File: src/rtl/lockin_demod_integrator_pkg.sv
// ---------------------------------------------------------------------------
// lockin_demod_integrator_pkg
// Shared lock-in definitions: default datapath widths, the sine LUT geometry
// that feeds the demodulator references, the output buffer state type and a
// small helper for the accumulator width.
// No ports (package).
// ---------------------------------------------------------------------------
package lockin_demod_integrator_pkg;

  // Default datapath widths
  localparam int SAMPLE_BITS_DEF = 24;
  localparam int LUT_BITS_DEF    = 18;
  localparam int PROD_BITS_DEF   = SAMPLE_BITS_DEF + LUT_BITS_DEF;
  localparam int DECIM_LOG2_DEF  = 10;

  // Sine LUT geometry; the LUT output width is LUT_BITS_DEF and a read takes
  // one clock, which stage A of the demodulator absorbs.
  localparam int LUT_ADDR_BITS    = 10;
  localparam int LUT_DEPTH        = 1 << LUT_ADDR_BITS;
  localparam int LUT_READ_LATENCY = 1;

  // Single-entry result buffer in front of the consumer
  typedef enum logic {
    BUF_EMPTY = 1'b0,
    BUF_FULL  = 1'b1
  } bufState_t;

  // Summing 2^decimLog2 products of prodBits each needs decimLog2 extra bits
  // of headroom, so the accumulators can never overflow.
  function automatic int accBits(input int prodBits, input int decimLog2);
    return prodBits + decimLog2;
  endfunction

endpackage

File: src/rtl/lockin_mac_lane.sv
// ---------------------------------------------------------------------------
// lockin_mac_lane
// One demodulation lane (I or Q): stage B multiplies the delayed sample by
// the LUT reference at full precision, stage C accumulates the products over
// one integration block. o_result is the block average that the top level
// captures on the block's last sample.
//
// Ports:
//   i_clk        clock, rising edge
//   i_rst        synchronous active-high reset
//   i_clear      synchronous restart, zeroes the accumulator
//   i_validA     stage-A sample valid; enables the product register
//   i_sample     stage-A delayed signed sample
//   i_ref        signed LUT reference aligned with i_sample
//   i_validB     stage-B product valid; enables accumulation
//   i_blockDone  this product is the last of the block
//   o_result     (acc + prod) >>> DECIM_LOG2, truncated to PROD_BITS
// ---------------------------------------------------------------------------
module lockin_mac_lane
  import lockin_demod_integrator_pkg::*;
#(
  parameter int SAMPLE_BITS = SAMPLE_BITS_DEF,
  parameter int LUT_BITS    = LUT_BITS_DEF,
  parameter int DECIM_LOG2  = DECIM_LOG2_DEF
) (
  input  logic                                 i_clk,
  input  logic                                 i_rst,
  input  logic                                 i_clear,
  input  logic                                 i_validA,
  input  logic signed [SAMPLE_BITS-1:0]        i_sample,
  input  logic signed [LUT_BITS-1:0]           i_ref,
  input  logic                                 i_validB,
  input  logic                                 i_blockDone,
  output logic signed [SAMPLE_BITS+LUT_BITS-1:0] o_result
);

  localparam int PROD_BITS = SAMPLE_BITS + LUT_BITS;
  localparam int ACC_BITS  = accBits(PROD_BITS, DECIM_LOG2);

  logic signed [PROD_BITS-1:0] r_prod;
  logic signed [ACC_BITS-1:0]  r_acc;
  logic signed [PROD_BITS-1:0] w_prodFull;
  logic signed [ACC_BITS-1:0]  w_prodExt;
  logic signed [ACC_BITS-1:0]  w_sum;

  // Both operands are sign-extended to the product width first so the
  // multiply is carried out at full signed precision.
  assign w_prodFull = PROD_BITS'(i_sample) * PROD_BITS'(i_ref);

  assign w_prodExt = ACC_BITS'(r_prod);
  assign w_sum     = r_acc + w_prodExt;

  // Dropping the low DECIM_LOG2 bits of a signed sum is an arithmetic shift
  // with floor rounding; the remaining bits are exactly PROD_BITS wide.
  assign o_result = w_sum[ACC_BITS-1:DECIM_LOG2];

  // Stage B: product register. It holds on clear because the valid flag
  // that follows it is dropped by the top level.
  always_ff @(posedge i_clk) begin
    if (i_rst) begin
      r_prod <= '0;
    end else if (i_validA) begin
      r_prod <= w_prodFull;
    end
  end

  // Stage C: accumulate; the last product of a block restarts the
  // accumulator at zero because its contribution leaves via o_result.
  always_ff @(posedge i_clk) begin
    if (i_rst || i_clear) begin
      r_acc <= '0;
    end else if (i_validB) begin
      if (i_blockDone) begin
        r_acc <= '0;
      end else begin
        r_acc <= w_sum;
      end
    end
  end

endmodule

File: src/rtl/lockin_demod_integrator.sv
// ---------------------------------------------------------------------------
// lockin_demod_integrator
// Lock-in demodulator with block integrate-and-dump. Each sample is
// multiplied by the cosine (I) and sine (Q) references and 2^DECIM_LOG2
// products are averaged into one I/Q result, held in a one-entry buffer with
// a valid/ready handshake and a sticky overrun flag.
//
// Ports:
//   clk           clock, rising edge
//   rst           synchronous active-high reset
//   sample_in     signed sample, valid with sample_valid
//   sample_valid  sample strobe; LUT address for this sample issued now
//   ref_sin       signed Q reference, one cycle after sample_valid
//   ref_cos       signed I reference, one cycle after sample_valid
//   clear         synchronous restart of the partial block
//   i_out         signed averaged in-phase result
//   q_out         signed averaged quadrature result
//   out_valid     result buffer holds an unconsumed result
//   out_ready     consumer accepts when out_valid and out_ready are high
//   overrun       sticky: a result was overwritten before being consumed
// ---------------------------------------------------------------------------
module lockin_demod_integrator
  import lockin_demod_integrator_pkg::*;
#(
  parameter int SAMPLE_BITS = SAMPLE_BITS_DEF,
  parameter int LUT_BITS    = LUT_BITS_DEF,
  parameter int DECIM_LOG2  = DECIM_LOG2_DEF
) (
  input  logic                                   clk,
  input  logic                                   rst,
  input  logic signed [SAMPLE_BITS-1:0]          sample_in,
  input  logic                                   sample_valid,
  input  logic signed [LUT_BITS-1:0]             ref_sin,
  input  logic signed [LUT_BITS-1:0]             ref_cos,
  input  logic                                   clear,
  output logic signed [SAMPLE_BITS+LUT_BITS-1:0] i_out,
  output logic signed [SAMPLE_BITS+LUT_BITS-1:0] q_out,
  output logic                                   out_valid,
  input  logic                                   out_ready,
  output logic                                   overrun
);

  localparam int PROD_BITS = SAMPLE_BITS + LUT_BITS;

  logic signed [SAMPLE_BITS-1:0] r_sampleD;
  logic                          r_validA;
  logic                          r_validB;
  logic [DECIM_LOG2-1:0]         r_count;
  bufState_t                     r_bufState;
  bufState_t                     w_bufNext;
  logic                          r_overrun;
  logic                          w_overrunNext;
  logic signed [PROD_BITS-1:0]   r_iOut;
  logic signed [PROD_BITS-1:0]   r_qOut;
  logic signed [PROD_BITS-1:0]   w_iResult;
  logic signed [PROD_BITS-1:0]   w_qResult;
  logic                          w_blockDone;
  logic                          w_newResult;

  // The product entering stage C is the last of the block when the counter
  // has reached N-1. A result finishing on a clear cycle is thrown away.
  assign w_blockDone = r_validB && (r_count == '1);
  assign w_newResult = w_blockDone && !clear;

  // Stage A: delay the sample by one cycle so it meets its LUT reference.
  always_ff @(posedge clk) begin
    if (rst) begin
      r_sampleD <= '0;
    end else if (sample_valid) begin
      r_sampleD <= sample_in;
    end
  end

  // Pipeline valid flags; clear drops whatever is in flight.
  always_ff @(posedge clk) begin
    if (rst || clear) begin
      r_validA <= 1'b0;
      r_validB <= 1'b0;
    end else begin
      r_validA <= sample_valid;
      r_validB <= r_validA;
    end
  end

  // Samples-per-block counter, advanced by each product reaching stage C.
  always_ff @(posedge clk) begin
    if (rst || clear) begin
      r_count <= '0;
    end else if (r_validB) begin
      if (w_blockDone) begin
        r_count <= '0;
      end else begin
        r_count <= r_count + 1'b1;
      end
    end
  end

  lockin_mac_lane #(
    .SAMPLE_BITS (SAMPLE_BITS),
    .LUT_BITS    (LUT_BITS),
    .DECIM_LOG2  (DECIM_LOG2)
  ) u_laneI (
    .i_clk       (clk),
    .i_rst       (rst),
    .i_clear     (clear),
    .i_validA    (r_validA),
    .i_sample    (r_sampleD),
    .i_ref       (ref_cos),
    .i_validB    (r_validB),
    .i_blockDone (w_blockDone),
    .o_result    (w_iResult)
  );

  lockin_mac_lane #(
    .SAMPLE_BITS (SAMPLE_BITS),
    .LUT_BITS    (LUT_BITS),
    .DECIM_LOG2  (DECIM_LOG2)
  ) u_laneQ (
    .i_clk       (clk),
    .i_rst       (rst),
    .i_clear     (clear),
    .i_validA    (r_validA),
    .i_sample    (r_sampleD),
    .i_ref       (ref_sin),
    .i_validB    (r_validB),
    .i_blockDone (w_blockDone),
    .o_result    (w_qResult)
  );

  // Output buffer next state. A new result always leaves the buffer full;
  // it only counts as an overrun when the old result was not taken on the
  // same cycle.
  always_comb begin
    w_bufNext     = r_bufState;
    w_overrunNext = r_overrun;
    case (r_bufState)
      BUF_EMPTY: begin
        if (w_newResult) begin
          w_bufNext = BUF_FULL;
        end
      end
      BUF_FULL: begin
        if (w_newResult) begin
          w_bufNext = BUF_FULL;
          if (!out_ready) begin
            w_overrunNext = 1'b1;
          end
        end else if (out_ready) begin
          w_bufNext = BUF_EMPTY;
        end
      end
      default: begin
        w_bufNext = BUF_EMPTY;
      end
    endcase
  end

  // Output buffer registers; results are only written on a new result, so
  // they hold steady while the consumer is not accepting.
  always_ff @(posedge clk) begin
    if (rst) begin
      r_bufState <= BUF_EMPTY;
      r_overrun  <= 1'b0;
      r_iOut     <= '0;
      r_qOut     <= '0;
    end else begin
      r_bufState <= w_bufNext;
      r_overrun  <= w_overrunNext;
      if (w_newResult) begin
        r_iOut <= w_iResult;
        r_qOut <= w_qResult;
      end
    end
  end

  assign i_out     = r_iOut;
  assign q_out     = r_qOut;
  assign out_valid = (r_bufState == BUF_FULL);
  assign overrun   = r_overrun;

endmodule
File: config.mk
export PLATFORM = sky130hd
export DESIGN_NAME = lockin_demod_integrator
export DESIGN_NICKNAME = d
export VERILOG_FILES = /design/src/rtl/lockin_demod_integrator_pkg.sv /design/src/rtl/lockin_mac_lane.sv /design/src/rtl/lockin_demod_integrator.sv
export SDC_FILE = /design/constraint.sdc
export NUM_CORES = 2
export LEC_CHECK = 0
export BUFFER_PORTS_ARGS = -buffer_cell sky130_fd_sc_hd__buf_2
export CAP_MARGIN = 10
export CORE_ASPECT_RATIO = 1.2
export CORE_MARGIN = 10
export CORE_UTILIZATION = 50
export CTS_BUF_LIST = sky130_fd_sc_hd__clkbuf_8
export DETAILED_ROUTE_END_ITERATION = 8
export PLACE_DENSITY_LB_ADDON = 0.12
export SLEW_MARGIN = 40
export SYNTH_ARGS = -nofsm -noshare
export SYNTH_HDL_FRONTEND = slang
export SYNTH_SLANG_ARGS = --single-unit
File: constraint.sdc
create_clock -name clk -period 8.62 [get_ports clk]
set_input_delay 0.431 -clock clk [delete_from_list [all_inputs] [get_ports clk]]
set_output_delay 0.431 -clock clk [all_outputs]
set_load 0.02 [all_outputs]
# Yosys cells after proc, flatten, opt, wreduce, memory -nomap -nowiden
# Cells that the tools add are included.
# totals
regBits	310
latchBits	0
ramBits	0
mem_bits_ro	0
input_bits	65
out_inout_bits	86
word_cells	32
mem_count	0
# op_classes
addsub	3
mul	2
n_div	0
order_cmp	0
eq_ne	1
n_shift	0
n_mux	7
bitwise	2
reduce_logical	5
# op_table
cell	n
adder 52 x 42 -> 52 bit	2
2-to-1 mux 52 bit	2
multiplier 24 x 18 -> 42 bit	2
adder 10 x 1 -> 10 bit (second input constant)	1
equality test 10 bit (second input constant)	1
2-to-1 mux 10 bit	1
2-to-1 mux 1 bit	3
AND reduction 3 bit	1
logical AND 1 bit	2
NOT 1 bit	2
case mux 1 bit (2 select lines)	1
zero test 1 bit	1
logical OR 1 bit	1

# Logic depth before layout (Yosys ltp)
# logic_depth
depth_word	5
ltp_mapped	28
ltp_nobuf	26

# Modules after synthesis
# From an unflattened synthesis, not the netlist that was laid out.
# hier_totals
cells_unflattened	5503
hier_area_um2	48305.1
# by_module_without_submodules
module	n_inst	cells_per_inst	area_each_um2	seq_area_each_um2
lockin_mac_lane at u_laneI	1	2550	21739.6	1881.8
lockin_mac_lane at u_laneQ	1	2440	21338.0	1881.8
lockin_demod_integrator	1	513	5227.5	2442.3

# Worst setup path after synthesis
# OpenSTA, ideal clock, no wires.
# synth_path
kind	register to register
start	register r_sampleD[10]
end	register u_laneQ.r_prod[40]
setup_ps	120
arrival_ps	6588
required_ps	8500
path_slack_ps	1913
path_stages_with_launch	25
n_path_buf	2
period_less_slack_ps	6707
cell_sequence	dfxtp_1 -> clkbuf_1 -> clkbuf_1 -> nand2_1 -> fa_1 -> fa_1 -> fa_1 -> fa_1 -> inv_1 -> fa_1 -> inv_1 -> fa_1 -> inv_1 -> ha_1 -> and3_1 -> a221oi_1 -> o21ai_0 -> a2111oi_2 -> nor2_1 -> a221oi_1 -> nand2b_1 -> o21ai_0 -> a41oi_1 -> nor4_1 -> a211o_1
# synth_between
elab_chain_cells	1
# synth_lines
item	line_no	source
from (decl)	lockin_demod_integrator.sv:45	logic signed [SAMPLE_BITS-1:0] r_sampleD;
from (signal assigned)	lockin_demod_integrator.sv:70	r_sampleD <= sample_in;
multiplier 24 x 18 -> 42 bit	lockin_mac_lane.sv:48	assign w_prodFull = PROD_BITS'(i_sample) * PROD_BITS'(i_ref);
to (signal assigned)	lockin_mac_lane.sv:63	r_prod <= w_prodFull;
to (decl)	lockin_mac_lane.sv:40	logic signed [PROD_BITS-1:0] r_prod;
# No other way between the ends.
# A chain may end at the register's enable or synchronous reset.

# Worst setup path in the final report
# layout_path
start	register r_sampleD[6]
end	register u_laneQ.r_prod[40]
# The elaborated chain is that of the path after synthesis.

==> impl_metrics.ini <==
[placed_design]
post-dp-hpwl_um = 97700
numPortBuffers = 150
gp_congestion = 0.9086
pre_cts_ws_ns = 1.181

[logic_synthesis]
async_flop_share_pct = 0
syn_inst = 5380
synth-edff-count = 0
yosysTopAreaCellShare_pct = 36.56
synth_xor_area_share_pct = 3.473
synthesis.area_um2 = 46660
yosys.area_share.adder_pct = 44.95
synthesis.nets = 6610
syn_area_per_cell_um2 = 8.672
synth_top_flop_cell = dfxtp_1
synth_compound_area_share_pct = 10.07
synth.area.mux_share_pct = 1.569
ys_types = 89
synthTopCellsByArea = fa_1 (37%), dfxtp_1 (13%), ha_1 (8.4%)
synth_top_family_by_area = adder cells
ys_ff_latch = 310
synth_seq_area_share_pct = 13.30
yosys_warnings = 0
synthSimpleGateAreaFrac_pct = 16.21
synth_largest_area_cell = fa_1

[timing]
tightest_slew_ns = 0.9014
setup_ws_ns = 1.147
slew_headroom_pct = 39.83
fin_crit_sh_pct = 86.70
setup_viol = 0
finalMaxSlewViolations = 0
hold_violations = 0
max_freq_mhz = 133.8
finClkSkew_ns = 0.05802
period_needed_ns = 7.473
grt_setup_unrepaired = false
fin_tns_setup_ns = 0

[global_routing]
first_global_vias = 37450
grt_usage_pct = 23.76
grt_overflow = 0
grt_pass1_wl_um = 204100
grt_start_max_net_pins = 83
antenna_found_initial = 5

[worst_setup_path]
critPathLaunchType = register
path_cells = buf_4, nand2_1, fa_1, inv_1, fa_1, fa_1, fa_1, fa_1, inv_1, fa_1, inv_1, ha_1, and4_1, a31oi_1, o21ai_0, a2111oi_2, nor2_1, a221oi_1, nand2b_1, o21ai_0, a41oi_1, nor4_1, a211o_1
crit_buf_inv = 4
end_kind = register
r2r_setup_slack_ns = 1.15
worstPathMaxFanout = 26
crit_family = adder cells
cp.required_ns = 9.20
slowest_stage = dfxtp_1
crit_arrival_ns = 8.05
crit_type = reg2reg
slowest_delay_ns = 0.85
cpMostUsedCell = fa_1

[die]
fp.dieW_um = 298.9
num_io_pins = 151
rows = 122
initial_core_util_pct = 50.52
coreArea_um2 = 92350
die-area_um2 = 106000
die_height_um = 354.6

[clock_tree]
cts.sinks = 310
cts_buffers = 55
cts_tree = built
cts_htree_levels = 2
clkTransAtPathRegs_ns = 0.07
cts_max_path_buffers = 3
hold_buffers = 18
cts_resized = 0
postCtsSetupRepairBufs = 0
clkLatencyLatePin_ns = 0.71
root_buffer = clkbuf_8

[drt]
via_count = 35550
antenna_left = 0
via_per_inst = 5.336
first_pass_iters = 5
drc = 0
avgRoutedWirePerCell_um = 18.78
drt_wl_total_um = 125100
first_iter_violations = 1970

[finish]
final_cell_mix = inv_1 (1007), fa_1 (852), nand2_1 (792)
final_common_cell = inv_1
fin_nets = 6602
syn2layout_area_growth_pct = 6.678
drive_gt1_share_pct = 6.110
nFillCells = 8808

[run_status]
status = complete, no violations

[flow_run]
cap_violations = 0

[power]
power_density_nw_per_um2 = 250.5
p_leak_nw = 24.24
vdd_drop_max_v = 0.0002475

[min_path]
worstHoldPathType = in2reg
==> cell type report <==
cell class | count | area, um2 | share of cell area, %
tap | 1240 | 1551 | 3.117
inverter | 993 | 3727 | 7.489
timing repair buffer | 217 | 1365 | 2.743
clock inverter | 37 | 371.6 | 0.7466
antenna | 6 | 15.01 | 0.03017
sequential | 310 | 6218 | 12.49
clock buffer | 65 | 894.6 | 1.797
multi-input combinational | 3795 | 35630 | 71.58
==> registers in the layout, indices dropped and copies added, names as in the netlist <==
name and count:
u_laneQ.r_prod 42, overrun 1, u_laneQ.r_acc 52, out_valid 1
r_validA 1, q_out 42, r_count 10, u_laneI.r_acc 52
u_laneI.r_prod 42, r_validB 1, r_sampleD 24, i_out 42
==> through the flow <==
step           total power [W]  hold WS [ns]  util, %  std cells  area [um2]
6_report               0.01247       0.04540    53.89       6663       49770
3_3_place_gp           0.01072        0.4393    52.23       6534       48230
4_1_cts                0.01248       0.01642    53.84       6656       49720
3_5_place_dp           0.01080        0.4440    52.27       6536       48270
5_1_grt                0.01376       0.06882    53.89       6661       49770
2_1_floorplan         0.008335        0.4291        -       5380       46660
==> where the power goes <==
| part | switching [W] | internal (W) |
|---|---|---|
| registers | 0.000117 | 0.00152 |
| logic | 0.00545 | 0.00378 |
| clock network | 0.000697 | 0.000902 |
| total | 0.00627 | 0.00620 |
==> cells in the mapped netlist (8+ instances only) <==
master and n:
a22o_1 26, o21bai_1 20, fa_1 852, o21ai_0 110, xnor2_1 115, dfxtp_1 310
mux2i_1 72, nor3_1 21, buf_1 11, nand3_1 56, xor2_1 70, a22oi_1 11
or2_2 8, inv_1 991, o21a_1 15, o22ai_1 9, o31ai_1 11, nand4_1 20
clkbuf_1 256, ha_1 313, and2_1 303, a21o_1 90, a31oi_1 30, a211oi_1 30
or3_1 9, o211ai_1 11, nand2_1 792, nor2_1 270, nor2b_1 59, nand2b_1 50
a21oi_1 275, and3_1 18, a21boi_0 11
==> per-layer routing <==
layer  routed length [um]  part of all wire, %  global-route usage (%)
met4                 2778                  2.2                   5.385
met3                 7370                  5.9                   3.258
met5                   13                0.010                       0
met2                58280                   47                   39.20
met1                56700                   45                   32.88
==> cell families after synthesis <==
| group | count (synthesis) |
|---|---|
| DFF | 310 |
| and+or+nand+nor | 1640 |
| AOI/OAI and AO/OA | 732 |
| buffers and inverters | 1275 |
| muxes | 73 |
| adders and majority gates | 1165 |
| xor gates and xnor gates | 185 |
==> path summary, 6_finish.rpt <==
path / from / to / cells past startpoint
max: r_sampleD[6]$_SDFFE_PP0P_ / u_laneQ.r_prod[40]$_SDFFE_PP0P_ / 23
min: sample_in[14] / r_sampleD[14]$_SDFFE_PP0P_ / 3
max reg2reg: r_sampleD[6]$_SDFFE_PP0P_ / u_laneQ.r_prod[40]$_SDFFE_PP0P_ / 23
min reg2reg: q_out[30]$_SDFFE_PP0P_ / q_out[30]$_SDFFE_PP0P_ / 2
==> worst register-to-register path, stage by stage, from the launching register on <==
cell       delay, ns
dfxtp_1         0.85
buf_4           0.49
nand2_1         0.13
fa_1            0.51
inv_1           0.06
fa_1            0.56
fa_1            0.43
fa_1            0.46
fa_1            0.49
inv_1           0.06
fa_1            0.50
inv_1           0.05
ha_1            0.38
and4_1          0.22
a31oi_1         0.17
o21ai_0         0.15
a2111oi_2       0.42
nor2_1          0.13
a221oi_1        0.38
nand2b_1        0.18
o21ai_0         0.11
a41oi_1         0.29
nor4_1          0.07
a211o_1         0.29
Note: power is estimated with default switching activity, not from simulation.
